--- config.mk ---
export PLATFORM = sky130hd
export DESIGN_NAME = xcvr_lane_init
export DESIGN_NICKNAME = d
export VERILOG_FILES = /design/src/rtl/xcvr_init_pkg.sv /design/src/rtl/sync2.sv /design/src/rtl/xcvr_lane_init.sv
export SDC_FILE = /design/constraint.sdc
export NUM_CORES = 1
export LEC_CHECK = 0
export BUFFER_PORTS_ARGS = -buffer_cell sky130_fd_sc_hd__buf_2
export CAP_MARGIN = 20
export CORE_MARGIN = 5
export CORE_UTILIZATION = 50
export DETAILED_ROUTE_END_ITERATION = 10
export PLACE_DENSITY_LB_ADDON = 0.25
export SYNTH_ARGS = -nofsm -noshare
export SYNTH_HDL_FRONTEND = slang
export SYNTH_SLANG_ARGS = --single-unit
--- constraint.sdc ---
create_clock -name CLK -period 2.45 [get_ports CLK]
set_clock_uncertainty 0.1 [all_clocks]
set_input_delay 0.3675 -clock CLK [delete_from_list [all_inputs] [get_ports CLK]]
set_output_delay 0.3675 -clock CLK [all_outputs]
set_load 0.005 [all_outputs]
--- src/rtl/xcvr_init_pkg.sv ---
// Shared types and constants for the transceiver lane reset sequencer.
//   lane_state_e : sequencer state, fixed 3-bit encodings (visible on STATE)
//   RETRY_W      : width of the saturating timeout counter
package xcvr_init_pkg;

  localparam int unsigned RETRY_W = 4;

  typedef enum logic [2:0] {
    StWaitPll   = 3'd0,
    StPllStable = 3'd1,
    StPmaRst    = 3'd2,
    StPmaWait   = 3'd3,
    StPcsRst    = 3'd4,
    StWaitRx    = 3'd5,
    StReady     = 3'd6,
    StFail      = 3'd7
  } lane_state_e;

endpackage

--- src/rtl/sync2.sv ---
// Generic two-flop bit synchronizer for an asynchronous level input.
//   clk_i  : destination clock
//   rst_ni : asynchronous active-low reset, both stages clear to 0
//   d_i    : asynchronous input
//   q_o    : synchronized output, two clk_i edges of latency
module sync2 (
  input  logic clk_i,
  input  logic rst_ni,
  input  logic d_i,
  output logic q_o
);

  logic meta_q;
  logic sync_q;

  always_ff @(posedge clk_i or negedge rst_ni) begin
    if (!rst_ni) begin
      meta_q <= 1'b0;
      sync_q <= 1'b0;
    end else begin
      meta_q <= d_i;
      sync_q <= meta_q;
    end
  end

  assign q_o = sync_q;

endmodule

--- src/rtl/xcvr_lane_init.sv ---
// Reset sequencer for one transceiver lane fed by the TX PLL.
// Qualifies PLL lock, pulses the PMA reset, waits for the TX clock, holds and
// releases the PCS reset, then waits for CDR lock before reporting LINK_READY.
// Timeouts in PMA_WAIT / WAIT_RX trigger a retry from WAIT_PLL until the retry
// budget is spent, after which the block parks in FAIL.
//   CLK            : free-running fabric clock
//   RESET_N        : asynchronous active-low reset
//   PLL_LOCK       : TX PLL lock (async)
//   TX_CLK_STABLE  : lane TX clock stable (async)
//   RX_READY       : lane CDR lock (async)
//   FORCE_RESET    : synchronous single-cycle restart, clears ERROR/RETRY_CNT
//   LANE_PMA_RST_N : lane PMA reset, active-low
//   LANE_PCS_RST_N : lane PCS reset, active-low
//   LINK_READY     : lane is up
//   ERROR          : sticky, retry budget exhausted
//   RETRY_CNT      : timeouts seen, saturating
//   STATE          : current state encoding
module xcvr_lane_init
  import xcvr_init_pkg::*;
#(
  parameter int unsigned LOCK_STABLE_CYCLES = 1024,
  parameter int unsigned PMA_RST_CYCLES     = 64,
  parameter int unsigned PCS_WAIT_CYCLES    = 256,
  parameter int unsigned TIMEOUT_CYCLES     = 65536,
  parameter int unsigned MAX_RETRY          = 7,
  parameter int unsigned CNT_W              = 17
) (
  input  logic               CLK,
  input  logic               RESET_N,
  input  logic               PLL_LOCK,
  input  logic               TX_CLK_STABLE,
  input  logic               RX_READY,
  input  logic               FORCE_RESET,
  output logic               LANE_PMA_RST_N,
  output logic               LANE_PCS_RST_N,
  output logic               LINK_READY,
  output logic               ERROR,
  output logic [RETRY_W-1:0] RETRY_CNT,
  output logic [2:0]         STATE
);

  // Counter is 0 on the first cycle in a state, so an N-cycle state ends at N-1.
  localparam logic [CNT_W-1:0] LockLast = CNT_W'(LOCK_STABLE_CYCLES - 1);
  localparam logic [CNT_W-1:0] PmaLast  = CNT_W'(PMA_RST_CYCLES - 1);
  localparam logic [CNT_W-1:0] PcsLast  = CNT_W'(PCS_WAIT_CYCLES - 1);
  // Timeout fires on the cycle the counter reaches the limit itself.
  localparam logic [CNT_W-1:0] TimeoutHit = CNT_W'(TIMEOUT_CYCLES);

  logic lock_s, txs_s, rxr_s;

  sync2 u_sync_lock (
    .clk_i  (CLK),
    .rst_ni (RESET_N),
    .d_i    (PLL_LOCK),
    .q_o    (lock_s)
  );

  sync2 u_sync_txs (
    .clk_i  (CLK),
    .rst_ni (RESET_N),
    .d_i    (TX_CLK_STABLE),
    .q_o    (txs_s)
  );

  sync2 u_sync_rxr (
    .clk_i  (CLK),
    .rst_ni (RESET_N),
    .d_i    (RX_READY),
    .q_o    (rxr_s)
  );

  lane_state_e        state_q, state_d;
  logic [CNT_W-1:0]   cnt_q, cnt_d;
  logic [RETRY_W-1:0] retry_q, retry_d;
  logic               error_q, error_d;
  logic               pma_rst_n_q, pma_rst_n_d;
  logic               pcs_rst_n_q, pcs_rst_n_d;
  logic               link_ready_q, link_ready_d;
  logic               timeout;

  always_comb begin
    state_d = state_q;
    retry_d = retry_q;
    error_d = error_q;
    timeout = ((state_q == StPmaWait) || (state_q == StWaitRx)) && (cnt_q == TimeoutHit);

    if (FORCE_RESET) begin
      state_d = StWaitPll;
      retry_d = '0;
      error_d = 1'b0;
    end else if (!lock_s && (state_q != StWaitPll) && (state_q != StFail)) begin
      state_d = StWaitPll;
    end else if (timeout) begin
      retry_d = (retry_q == '1) ? retry_q : retry_q + RETRY_W'(1);
      // Budget check uses the count before this timeout is added.
      if (int'(retry_q) >= int'(MAX_RETRY)) begin
        state_d = StFail;
        error_d = 1'b1;
      end else begin
        state_d = StWaitPll;
      end
    end else begin
      case (state_q)
        StWaitPll:   if (lock_s) state_d = StPllStable;
        StPllStable: if (cnt_q == LockLast) state_d = StPmaRst;
        StPmaRst:    if (cnt_q == PmaLast) state_d = StPmaWait;
        StPmaWait:   if (txs_s) state_d = StPcsRst;
        StPcsRst:    if (cnt_q == PcsLast) state_d = StWaitRx;
        StWaitRx:    if (rxr_s) state_d = StReady;
        StReady: begin
          // TX clock loss needs a full restart; CDR loss only re-inits the PCS.
          if (!txs_s) begin
            state_d = StWaitPll;
          end else if (!rxr_s) begin
            state_d = StPcsRst;
          end
        end
        StFail:      state_d = StFail;
        default:     state_d = StWaitPll;
      endcase
    end

    if (state_d != state_q) begin
      cnt_d = '0;
    end else if (cnt_q == '1) begin
      cnt_d = cnt_q;
    end else begin
      cnt_d = cnt_q + CNT_W'(1);
    end

    // Outputs decoded from the next state so they move with STATE.
    pma_rst_n_d  = 1'b0;
    pcs_rst_n_d  = 1'b0;
    link_ready_d = 1'b0;
    case (state_d)
      StPmaWait, StPcsRst: pma_rst_n_d = 1'b1;
      StWaitRx: begin
        pma_rst_n_d = 1'b1;
        pcs_rst_n_d = 1'b1;
      end
      StReady: begin
        pma_rst_n_d  = 1'b1;
        pcs_rst_n_d  = 1'b1;
        link_ready_d = 1'b1;
      end
      default: ;
    endcase
  end

  always_ff @(posedge CLK or negedge RESET_N) begin
    if (!RESET_N) begin
      state_q      <= StWaitPll;
      cnt_q        <= '0;
      retry_q      <= '0;
      error_q      <= 1'b0;
      pma_rst_n_q  <= 1'b0;
      pcs_rst_n_q  <= 1'b0;
      link_ready_q <= 1'b0;
    end else begin
      state_q      <= state_d;
      cnt_q        <= cnt_d;
      retry_q      <= retry_d;
      error_q      <= error_d;
      pma_rst_n_q  <= pma_rst_n_d;
      pcs_rst_n_q  <= pcs_rst_n_d;
      link_ready_q <= link_ready_d;
    end
  end

  assign LANE_PMA_RST_N = pma_rst_n_q;
  assign LANE_PCS_RST_N = pcs_rst_n_q;
  assign LINK_READY     = link_ready_q;
  assign ERROR          = error_q;
  assign RETRY_CNT      = retry_q;
  assign STATE          = state_q;

endmodule
Word level (Yosys, flattened, before mapping)
Cells that the tools add are included.
{"block": "op_classes", "n_reduce_logical": 13, "add_sub_neg": 2, "muxes": 26, "eq_ne": 22, "order_cmp": 1}
{"operator": "3-bit two-way mux", "count": 12}
{"operator": "17-bit == test (second input constant)", "count": 2}
{"operator": "17-bit two-way mux", "count": 2}
{"operator": "3-bit case mux with 8 select lines", "count": 1}
{"operator": "3-bit == test (second input constant)", "count": 7}
{"operator": "17-bit by 1-bit adder with 17-bit output (second input constant)", "count": 1}
{"operator": "17-bit by 10-bit == test with 1-bit output (second input constant)", "count": 1}
{"operator": "17-bit by 6-bit == test with 1-bit output (second input constant)", "count": 1}
{"operator": "17-bit by 8-bit == test with 1-bit output (second input constant)", "count": 1}
{"operator": "4-bit two-way mux", "count": 4}
{"operator": "3-bit by 2-bit == test with 1-bit output (second input constant)", "count": 3}
{"operator": "1-bit two-way mux", "count": 7}
{"operator": "2-bit != test (second input constant)", "count": 3}
{"operator": "3-bit AND reduction", "count": 2}
{"operator": "4-bit by 1-bit adder with 4-bit output (second input constant)", "count": 1}
{"operator": "4-bit == test (second input constant)", "count": 1}
{"operator": "4-bit by 3-bit >= comparator with 1-bit output (second input constant)", "count": 1}
{"operator": "2-bit nonzero test", "count": 2}
{"operator": "4-bit OR reduction", "count": 1}
{"operator": "3-bit by 1-bit == test with 1-bit output (second input constant)", "count": 1}
{"operator": "1-bit logical AND", "count": 3}
{"operator": "3-bit zero test", "count": 1}
{"operator": "3-bit != test", "count": 1}
{"operator": "3-bit != test (second input constant)", "count": 1}
{"operator": "4 further kinds", "count": 4}
{"block": "totals", "out_inout_bits": 11, "reg_bits": 34}

Depth between registers and ports, before layout
{"block": "logic_depth", "depth_word": 9, "ltp_mapped": 13, "mapped_depth_nobuf": 10}

By module
Synthesis repeated with hierarchy kept, for this count alone.
{"block": "unflattened", "cells_unflattened": 188, "area_unflattened_um2": 1839.3}
{"mod": "xcvr_lane_init", "area_each_um2": 1689.1, "instances": 1, "cells_each": 182}
{"mod": "sync2", "area_each_um2": 50.0, "instances": 3, "cells_each": 2}

Least setup slack after synthesis
No wires, ideal clock.
{"block": "synth_path", "kind": "register to register", "startpoint": "reg cnt_q[8]", "endpoint": "reg cnt_q[9]", "arrival_time_ns": 2.142, "path_buffers": 3, "setup_time_ns": 0.135, "path_stages_with_launch": 14, "setup_slack_ns": 0.073, "period_less_slack_ns": 2.377, "cell_sequence": "dfrtp_1 clkbuf_1 nand4_1 nor2_1 nand4_1 nor3_1 ha_1 clkbuf_1 nor3_1 and3_1 clkbuf_1 nand3_1 xor2_1 nor2_1"}
{"block": "synth_via", "elab_chain_len": 8, "elab_cells_between_ends": 18}
{"element": "start, declared", "line": "xcvr_lane_init.sv:73", "rtl": "logic [CNT_W-1:0] cnt_q, cnt_d;"}
{"element": "start signal, assigned", "line": "xcvr_lane_init.sv:161", "rtl": "cnt_q <= cnt_d;"}
{"element": "17-bit by 8-bit == test with 1-bit output (tied with other cells)", "line": "xcvr_lane_init.sv:108", "rtl": "StPcsRst: if (cnt_q == PcsLast) state_d = StWaitRx;"}
{"element": "3-bit two-way mux, on equally long branches", "line": "xcvr_lane_init.sv:108, xcvr_lane_init.sv:105, xcvr_lane_init.sv:106"}
{"element": "3-bit case mux with 8 select lines", "line": "xcvr_lane_init.sv:103", "rtl": "case (state_q)"}
{"element": "3-bit two-way mux", "line": "xcvr_lane_init.sv:93", "rtl": "end else if (timeout) begin"}
{"element": "3-bit two-way mux", "line": "xcvr_lane_init.sv:91", "rtl": "end else if (!lock_s && (state_q != StWaitPll) && (state_q != StFail)) begin"}
{"element": "3-bit two-way mux", "line": "xcvr_lane_init.sv:87", "rtl": "if (FORCE_RESET) begin"}
{"element": "3-bit != test", "line": "xcvr_lane_init.sv:123", "rtl": "if (state_d != state_q) begin"}
{"element": "2-bit != test (no line) or 17-bit two-way mux (tied branches)"}
Parallel ways exist; a longest one is shown, timed or not. The select of a mux whose other input is x is not followed.
A chain may end at the register's enable or synchronous reset.

Worst setup path after layout
{"block": "layout_path", "startpoint": "reg cnt_q[6]", "endpoint": "reg pcs_rst_n_q, in the netlist LANE_PCS_RST_N"}
{"block": "layout_via", "elab_chain_len": 9, "elab_cells_between_ends": 16}
{"element": "17-bit by 8-bit == test with 1-bit output (tied with other cells)", "line": "xcvr_lane_init.sv:108"}
{"element": "3-bit two-way mux, on equally long branches", "line": "xcvr_lane_init.sv:108, xcvr_lane_init.sv:105, xcvr_lane_init.sv:106"}
{"element": "3-bit case mux with 8 select lines", "line": "xcvr_lane_init.sv:103"}
{"element": "3-bit two-way mux (*)", "line": "xcvr_lane_init.sv:93"}
{"element": "3-bit two-way mux (*)", "line": "xcvr_lane_init.sv:91"}
{"element": "3-bit two-way mux (*)", "line": "xcvr_lane_init.sv:87"}
{"element": "3-bit == test", "line": "xcvr_lane_init.sv:135", "rtl": "case (state_d)"}
{"element": "2-bit OR reduction (no line) (*)"}
{"element": "1-bit two-way mux (*)", "line": "xcvr_lane_init.sv:135"}
{"element": "net pcs_rst_n_d", "line": "xcvr_lane_init.sv:77", "rtl": "logic pcs_rst_n_q, pcs_rst_n_d;"}
{"element": "end signal, assigned", "line": "xcvr_lane_init.sv:165", "rtl": "pcs_rst_n_q <= pcs_rst_n_d;"}
{"element": "end, declared", "line": "xcvr_lane_init.sv:77"}
Mark *: on every way through the listed nets, which the timed path passes. The rest lies on a longest branch.

==> results.json <==
{
  "max-vdd-ir-drop_uv": 420.8,
  "globalplace.congestion": 0.8704,
  "clock.fmax_ghz": 0.4184,
  "cp_data_arrival_time_ps": 2490,
  "num_vias": 1548,
  "antenna_found_initial": 0,
  "synthesis.nets": 206,
  "yosysWarnings": 0,
  "status": "complete, no violations",
  "hold_class": "in -> async",
  "power.switching_w": 0.0003104,
  "ys_types": 50,
  "avgRoutedWirePerCell_um": 14.86,
  "grt_usage_pct": 17.17,
  "fin_crit_sh_pct": 97.55,
  "path_max_fanout": 4,
  "synth_ff_type": "dfrtp_1",
  "grt_max_degree": 35,
  "worstSkewPairLatency_ps": 290,
  "power.density_nw_per_um2": 550.1,
  "hold_viol_final": 0,
  "critPathLaunch": "cnt_q[6]",
  "core_um2": 3689,
  "port_buffers": 16,
  "totalWireLength_um": 4145,
  "rows": 22,
  "nNetsFinal": 240,
  "dp_hpwl_um": 3085,
  "ant_nets": 0,
  "n_antenna_cell": 0,
  "drt_iter0_drc": 65,
  "tightest_slew_ps": 743.4,
  "die_w_um": 71.96,
  "start_util_pct": 52.04,
  "pwr-share-seq_pct": 48.4,
  "cts.clk_slew.worst_paths_ps": 70,
  "r2r-start": "cnt_q[6]",
  "drive_above_1_share_pct": 27.71,
  "crit_path_start_kind": "register",
  "dieArea_um2": 5178,
  "path_class": "reg -> reg",
  "ys_seq_elements": 34,
  "numCtsBuffers": 5,
  "io_pins": 17,
  "finalWorstSetupSlack_ps": 59.97,
  "min_period_ps": 2390,
  "place_ws_ps": -127.4,
  "clock_sinks": 34,
  "crit_path_end_kind": "register",
  "p_int_w": 0.0009596,
  "synth.area.top_cells": "dfrtp_1, nor2_1, xor2_1",
  "grt_pass1_wl_um": 6920,
  "synth-edff-count": 0,
  "required_ps": 2550,
  "htreeDepth": 2,
  "swShare_pct": 24.44,
  "p_clk_share_pct": 39.2,
  "combPwrFrac_pct": 12.4,
  "synth_top_cell_area_share_pct": 44.33,
  "drtPass1Iterations": 4,
  "ys_seq_area_share_pct": 44.33,
  "syn_avg_cell_area_um2": 9.793,
  "finalSetupViolations": 0,
  "synthCells": 196,
  "async_reset_ff_share_pct": 100.0,
  "slew_viol_final": 0,
  "synth_top_cell_by_area": "dfrtp_1",
  "fp.dieH_um": 71.96,
  "grt_pass1_vias": 1537,
  "final.setup.tns_ps": 0,
  "areaGrowthSynthToFinish_pct": 20.27,
  "rsz0062_at_grt": "yes",
  "overflow": 0,
  "via_per_inst": 5.548,
  "cts-root-buf": "clkbuf_8",
  "drv_cap": 0,
  "cts_tree": "built",
  "syn_area_um2": 1919,
  "clk_path_buf_depth": 2,
  "slew-limit-headroom_pct": 50.44,
  "p_leak_nw": 1.053,
  "drc_errors": 0
}
-- cell usage after synthesis, types with 2 or more instances --
library cell / n
and3_1: 4
buf_2: 2
clkbuf_1: 5
nand2_1: 13
nand4_1: 5
nor3b_1: 2
nand2b_1: 2
o21ai_0: 2
mux2i_1: 4
nand3_1: 9
xor2_1: 11
inv_1: 5
or2_2: 2
and3b_1: 2
ha_1: 4
dfrtp_1: 34
xnor2_1: 7
a21oi_1: 4
nor3_1: 7
a31oi_1: 4
nor2_1: 35
or3_1: 2
nor2b_1: 4
-- cell families (layout without fill, tap and decap cells) --
logic type | count (synthesis) | in the layout | synth area share (%)
compound gates | 21 | 21 | 9.649
xor+xnor | 18 | 18 | 8.214
fa+ha+maj | 4 | 4 | 2.608
buf+inv | 13 | 48 | 3.064
flops | 34 | 34 | 44.33
mux | 5 | 5 | 2.673
simple gates | 101 | 101 | 29.46
-- worst max-delay path, stage by stage (launching register included) --
cell	delay [ps]
dfrtp_2	440
buf_4	160
or4b_1	500
a2111o_1	410
o211ai_1	230
nor3b_1	120
xor2_1	180
nor3_1	160
-- final timing paths --
check	endpoint	slack [ps]	depth (start not counted)
max in group asynchronous	cnt_q[7]	1690	1
hold reg to reg	u_sync_txs.q_o	250	0
setup reg to reg	LANE_PCS_RST_N	60	7
min in group CLK	u_sync_rxr.meta_q	80	1
hold / removal	RETRY_CNT[0]	50	1
setup / recovery	LANE_PCS_RST_N	60	7
-- layer usage --
metal	GRT usage, %	vias to the layer above	part of all wire (%)
li1	-	754	-
met3	3.601	5	4.2
met2	29.80	30	51
met5	0	-	0
met1	20.49	759	43
met4	7.516	0	1.3
-- power groups by stage --
| stage | logic, W | registers, W | clock network, W |
|---|---|---|---|
| 5_1_grt | 0.000174 | 0.000619 | 0.000537 |
| 4_1_cts | 0.000157 | 0.000614 | 0.000512 |
| 2_1_floorplan | 0.000103 | 0.000618 | 0 |
| 6_report | 0.000157 | 0.000615 | 0.000498 |
| 3_3_place_gp | 0.000140 | 0.000623 | 0 |
| 3_5_place_dp | 0.000145 | 0.000625 | 0 |
-- state kept, by name (all words and copies together) (netlist names) --
signal              count
ERROR                   1
LANE_PCS_RST_N          1
LANE_PMA_RST_N          1
LINK_READY              1
RETRY_CNT               4
STATE                   3
cnt_q                  17
u_sync_lock.meta_q      1
u_sync_lock.q_o         1
u_sync_rxr.meta_q       1
u_sync_rxr.q_o          1
u_sync_txs.meta_q       1
u_sync_txs.q_o          1
-- what timing repair did --
action                     4_1_cts  5_1_grt
setup buffers                    1        2
setup endpoints to repair       17       19
pin swaps                        1        3
resized for setup                1        7
hold buffers                     0        0
-- stage by stage --
step	util [%]	power [W]	cells	instance area, um^2	hold WS (ps)
2_1_floorplan	-	0.0007209	196	1919	-28.09
3_3_place_gp	58.01	0.0007624	268	2140	232.1
3_5_place_dp	58.01	0.0007693	268	2140	234.7
4_1_cts	61.74	0.001284	277	2277	62.50
5_1_grt	62.58	0.001331	279	2308	66.63
6_report	62.58	0.001270	279	2308	47.27
-- cell type report --
class | instances | area (um^2)
clock buffer | 5 | 68.82
timing repair buffer | 35 | 235.2
clock inverter | 3 | 40.04
multi-input combinational | 149 | 1031
tap | 48 | 60.06
inverter | 5 | 18.77
fill | 325 | 1380
sequential | 34 | 854.6
-- placed cells by master (no fill, tap or decap), types with 2 or more instances in the layout --
cell / netlist / routed
nor3_1: 7 / 7
or2_2: 2 / 2
nand2b_1: 2 / 2
nand4_1: 5 / 5
nor4_4: 1 / 2
buf_4: 0 / 18
xor2_1: 11 / 11
buf_2: 2 / 16
ha_1: 4 / 4
dfrtp_2: 0 / 3
nand2_1: 13 / 13
dfrtp_1: 34 / 31
nor2b_1: 4 / 4
nand3_1: 9 / 9
nor3b_1: 2 / 2
mux2i_1: 4 / 3
xnor2_1: 7 / 7
inv_1: 5 / 5
and3_1: 4 / 4
a31oi_1: 4 / 4
clkbuf_8: 0 / 5
and3b_1: 2 / 2
or3_1: 2 / 2
clkinv_2: 0 / 2
a21oi_1: 4 / 4
nor2_1: 35 / 34
No activity file was read; power rests on OpenSTA's default activity.
